`config.mk`:
```
export PLATFORM = sky130hd
export DESIGN_NAME = dpll_assign_trail
export DESIGN_NICKNAME = d
export VERILOG_FILES = /design/src/rtl/dpll_assign_trail.sv
export SDC_FILE = /design/constraint.sdc
export NUM_CORES = 1
export LEC_CHECK = 0
export CAP_MARGIN = 5
export CORE_ASPECT_RATIO = 0.9
export CORE_MARGIN = 5
export CORE_UTILIZATION = 35
export DETAILED_ROUTE_END_ITERATION = 8
export GPL_TIMING_DRIVEN = 0
export PLACE_DENSITY = 0.66
export SLEW_MARGIN = 15
export SYNTH_ARGS = -nofsm -noshare
export SYNTH_HDL_FRONTEND = slang
export SYNTH_SLANG_ARGS = --single-unit
```
`constraint.sdc`:
```
create_clock -name clk -period 3.35 [get_ports clk]
set_clock_uncertainty 0.1 [all_clocks]
set_input_delay 0.67 -clock clk [delete_from_list [all_inputs] [get_ports clk]]
set_output_delay 0.67 -clock clk [all_outputs]
set_load 0.03 [all_outputs]
```
`src/rtl/dpll_assign_trail.sv`:
```
// dpll_assign_trail: DPLL assignment trail with chronological backtracking and decision flipping.
// Optional DPLL_TRAIL_STATS_EN adds saturating dec_count/bt_count outputs.
module dpll_assign_trail #(
    parameter int WIDTH = 4,
    parameter int N     = 16
) (
    input  logic             clk,
    input  logic             rst,
    input  logic             start,
    output logic             pick_ena,
    input  logic             dec_valid,
    input  logic [WIDTH-1:0] dec_var,
    input  logic             imp_valid,
    input  logic [WIDTH-1:0] imp_var,
    input  logic             imp_val,
    input  logic             conflict,
    input  logic             prop_done,
    output logic [N-1:0]     lit_assigned,
    output logic [N-1:0]     lit_value,
    output logic [WIDTH:0]   trail_level,
    output logic             busy,
    output logic             sat,
    output logic             unsat
`ifdef DPLL_TRAIL_STATS_EN
    ,
    output logic [15:0]      dec_count,
    output logic [15:0]      bt_count
`endif
);
    localparam int LW = WIDTH + 1;

    typedef enum logic [2:0] {IDLE, REQ, PROP, BT, SAT, UNSAT} state_t;
    state_t state, nxt;

    logic [WIDTH-1:0] t_var [N];
    logic             t_val [N];
    logic             t_dec [N];
    logic             t_flp [N];

    logic [WIDTH-1:0] top, push_var;
    logic             all_set, dec_acc, imp_acc, flip, pop, push, push_val;

    always_comb begin
        top      = WIDTH'(trail_level - LW'(1));
        all_set  = &lit_assigned;
        dec_acc  = state == REQ && !start && !all_set && dec_valid && !lit_assigned[dec_var];
        imp_acc  = state == PROP && !start && !conflict && !prop_done && imp_valid && !lit_assigned[imp_var];
        flip     = state == BT && !start && trail_level != '0 && t_dec[top] && !t_flp[top];
        pop      = state == BT && !start && trail_level != '0 && !flip;
        push     = dec_acc || imp_acc;
        push_var = dec_acc ? dec_var : imp_var;
        push_val = dec_acc ? 1'b0 : imp_val;
    end

    always_ff @(posedge clk or negedge rst)
        if (!rst) state <= IDLE;
        else      state <= nxt;

    always_comb begin
        nxt = state;
        if (start)
            nxt = REQ;
        else
            case (state)
                REQ:     nxt = all_set ? SAT : dec_acc ? PROP : REQ;
                PROP:    nxt = conflict ? BT : prop_done ? (all_set ? SAT : REQ) : PROP;
                BT:      nxt = trail_level == '0 ? UNSAT : flip ? PROP : BT;
                default: nxt = state;
            endcase
    end

    always_comb begin
        pick_ena = state == REQ;
        busy     = state == REQ || state == PROP || state == BT;
    end

    always_ff @(posedge clk or negedge rst)
        if (!rst) begin
            lit_assigned <= '0;
            lit_value    <= '0;
            trail_level  <= '0;
            sat          <= 1'b0;
            unsat        <= 1'b0;
        end else if (start) begin
            lit_assigned <= '0;
            lit_value    <= '0;
            trail_level  <= '0;
            sat          <= 1'b0;
            unsat        <= 1'b0;
        end else begin
            if (push) begin
                lit_assigned[push_var] <= 1'b1;
                lit_value[push_var]    <= push_val;
                trail_level            <= trail_level + LW'(1);
            end
            if (flip)
                lit_value[t_var[top]] <= ~t_val[top];
            if (pop) begin
                lit_assigned[t_var[top]] <= 1'b0;
                lit_value[t_var[top]]    <= 1'b0;
                trail_level              <= trail_level - LW'(1);
            end
            sat   <= sat | (nxt == SAT);
            unsat <= unsat | (nxt == UNSAT);
        end

    // Entry contents need no reset: only slots below trail_level are ever read.
    always_ff @(posedge clk) begin
        if (push) begin
            t_var[trail_level[WIDTH-1:0]] <= push_var;
            t_val[trail_level[WIDTH-1:0]] <= push_val;
            t_dec[trail_level[WIDTH-1:0]] <= dec_acc;
            t_flp[trail_level[WIDTH-1:0]] <= 1'b0;
        end
        if (flip) begin
            t_val[top] <= ~t_val[top];
            t_flp[top] <= 1'b1;
        end
    end

`ifdef DPLL_TRAIL_STATS_EN
    always_ff @(posedge clk or negedge rst)
        if (!rst) begin
            dec_count <= '0;
            bt_count  <= '0;
        end else if (start) begin
            dec_count <= '0;
            bt_count  <= '0;
        end else begin
            dec_count <= dec_acc && dec_count != 16'hFFFF ? dec_count + 16'd1 : dec_count;
            bt_count  <= flip && bt_count != 16'hFFFF ? bt_count + 16'd1 : bt_count;
        end
`endif
endmodule

```
==> results of run 1 <==
-- area by class of cell --
cell class	count	area, µm²	area share, %
inverters	26	108	1.09
multi-input cells	369	3350	34.1
flip-flops and latches	154	4420	44.9
clock inverters	15	160	1.63
repair buffers	78	731	7.43
plain buffers	39	274	2.79
well taps	291	364	3.70
clock buffers	17	425	4.33
-- placed cells by master, fill, tap and decap left out, types with 7 or more instances in the layout --
master	instances
dfrtp_1	39
nor2_1	40
a221oi_2	8
clkbuf_1	11
nand3_1	10
clkbuf_16	17
inv_1	22
nor2_2	8
o32ai_1	10
nand2b_1	10
mux2i_1	19
nand2_1	29
buf_6	7
a31oi_1	8
edfxtp_1	112
a21oi_1	21
and3_1	11
nor2_4	8
buf_2	7
clkdlybuf4s50_1	49
a211oi_1	13
and2_1	12
buf_4	33
mux4_2	30
-- critical path: cells and delay by family --
family / cells / cell delay, ns
simple gates: 2 / 0.58
buf+inv: 3 / 1.06
mux: 3 / 0.72
compound gates: 1 / 0.29
-- power by group --
group	switching [mW]	total (mW)	internal [mW]	leakage, nW
clock	0.811	1.92	1.11	0.284
combinational	2.43	3.99	1.56	1.56
sequential	0.0747	2.31	2.23	1.57
total	3.32	8.22	4.90	3.42
-- kinds of logic after synthesis --
logic type,after synthesis
compound gates,123
simple gates,175
fa+ha+maj,5
xor+xnor,3
flops,154
mux,63
buf+inv,67
-- flip-flops by register name, summed over array words and instances, names as in the netlist --
register and count:
t_var 64, lit_assigned 16, lit_value 16, t_dec 16
t_flp 16, t_val 16, trail_level 5, state 3
sat 1, unsat 1
-- worst paths after layout --
path	start	endpoint	slack [ns]
max	imp_var[3]	t_var[1][1]	-0.008
min in group clk	sat	sat	0.45
min	rst	state[0]	0.06
max in group asynchronous	rst	lit_value[15]	2.59
min reg2reg	sat	sat	0.45
max reg2reg	trail_level[0]	t_flp[7]	0
-- timing repair --
action	4_1_cts	5_1_grt
endpoints found under the setup margin	200	150
hold endpoints to repair	0	0
setup buffers	12	14
resized for setup	49	42
pin swaps	3	4
-- stage by stage --
step                      power [mW]  hold slack (ns)  area (µm²)  util (%)  setup TNS [ns]
after global routing            8.59           0.0664        9830      45.3           -4.73
after floorplan                 4.48            0.274        7780         -               0
final                           8.22           0.0629        9830      45.3         -0.0326
after CTS                       7.82           0.0568        9550      44.0           -1.64
after detailed placement        5.49            0.436        8670      39.9         -119.96
after global placement          5.45            0.436        8640      39.8         -129.64
-- metal layers --
metal  vias to the layer above  global-route usage, %  part of all wire (%)
met5                         -                      0                     0
met4                         0                   4.42                  0.95
met3                        13                   3.47                   7.0
met2                       208                   25.0                    46
met1                      2821                   25.1                    46
li1                       2504                      -                     -
==> run summary, run 1 <==
Final Critical Period: 3.36 ns
GRT Resource Usage Total: 16.8%
TritonRoute pass-1 iters: 7
cts hold-fix bufs: 0
largest net degree at the start of global routing: 31
CP max stage cell: clkdlybuf4s50_1
Max-cap violations: 0
Initial Utilization: 35.6%
post-synthesis mux area share: 13.2%
Avg Cell Area, Syn: 13.1 µm²
Post-Synthesis Cells: 590
Slowest Stage Delay on Critical Path: 0.49 ns
Synth Area in Compound Gates: 12.5%
FMAX: 298 MHz
1st-iter DRT viols: 566
number of cells after detailed placement: 933
DR vias: 5546
FF+latch count, synth: 154
crit end category: flop
crit path max fanout: 10
die width: 167 µm
EDFF count, synth: 112
antenna viol nets, final: 0
relative max-transition margin: 36.0%
post-synth top area cell: edfxtp_1
Vert. Die Dim: 151 µm
crit start category: primary input
RSZ-0062 raised after global routing: yes
routed len/inst: 21.3 µm
failing checks: setup timing
R2R depth: 11
Hold Vio Cnt, Final: 0
initial antenna violation count: 0
area of the core: 21700 µm²
mapped cell area: 7720 µm²
crit share post-route: 100%
Main synth FF type: edfxtp_1
Ports: 57
cell types with the highest counts after synthesis: edfxtp_1, nor2_1, dfrtp_1, mux4_2, nand2_1
setup ws final: -0.00821 ns
largest family of logic cells by synthesized area: multiplexers
Fillers: 1953
worst slack at placement: -0.889 ns
# clock sinks: 154
simple-gate share of the synthesized area: 12.0%
Worst-Skew Late Latency: 0.43 ns
residual DRC count: 0
grt total ovfl: 0
Final HPWL DP: 14900 µm
Lkg Pwr: 3.42 nW
most numerous cell in the Yosys netlist: edfxtp_1
Port Buf Inserts: 50
crit path DAT: 3.32 ns
Area contributors post-synth: edfxtp_1, dfrtp_1, mux4_2
CTS tree: yes
first-pass GRT wire length: 32500 µm
row count: 51
yosys warns: 0
ys async rst share: 27.3%
CTS buffer count: 17
clk slew on worst S/H paths: 0.06 ns
xor/xnor cell area share of the yosys netlist: 0.438%
Final setup viols: 6
Pwr per Cell Area: 836 nW/µm²
Vias/cell: 5.61
critical path required time: 3.31 ns
routability cong.: 0.860
sequential-to-total area share from yosys stat: 57.2%
fin nets: 706
H-Tree Depth: 4
top cell type's share of synthesized area: 43.6%
status: finished, violations left
worst vdd ir: 0.000530 V
WL final: 21100 µm
number of inserted diodes: 0
Longest Clk Path Bufs: 2
worst min path class: in -> async
share of layout cells above drive strength 1: 28.2%
worst slew pin tran: 0.953 ns
Crit Path Category: in -> reg
Max Slew Vio Count: 0
Adder-Cell Fraction of Synth Area: 0.811%
clk root buf: clkbuf_16
area of the die: 25100 µm²
crit path cell chain: clkdlybuf4s50_1, clkbuf_2, mux4_2, mux2i_1, mux2i_2, o22ai_1, clkbuf_4, nand2_1, nor2_1
Netlist cell types: 68
Layout Cells excl Fill: 989
area added between synthesis and finish: 27.4%
post-synth net total: 611
number of global-route vias before repair: 5456
Power figures use the tool's default switching activity.
==> inputs of run 2 (changes only) <==
- CAP_MARGIN: 5 -> default
==> results of run 2 <==
Final layout, timing and power as in run 1 (identical DEF).
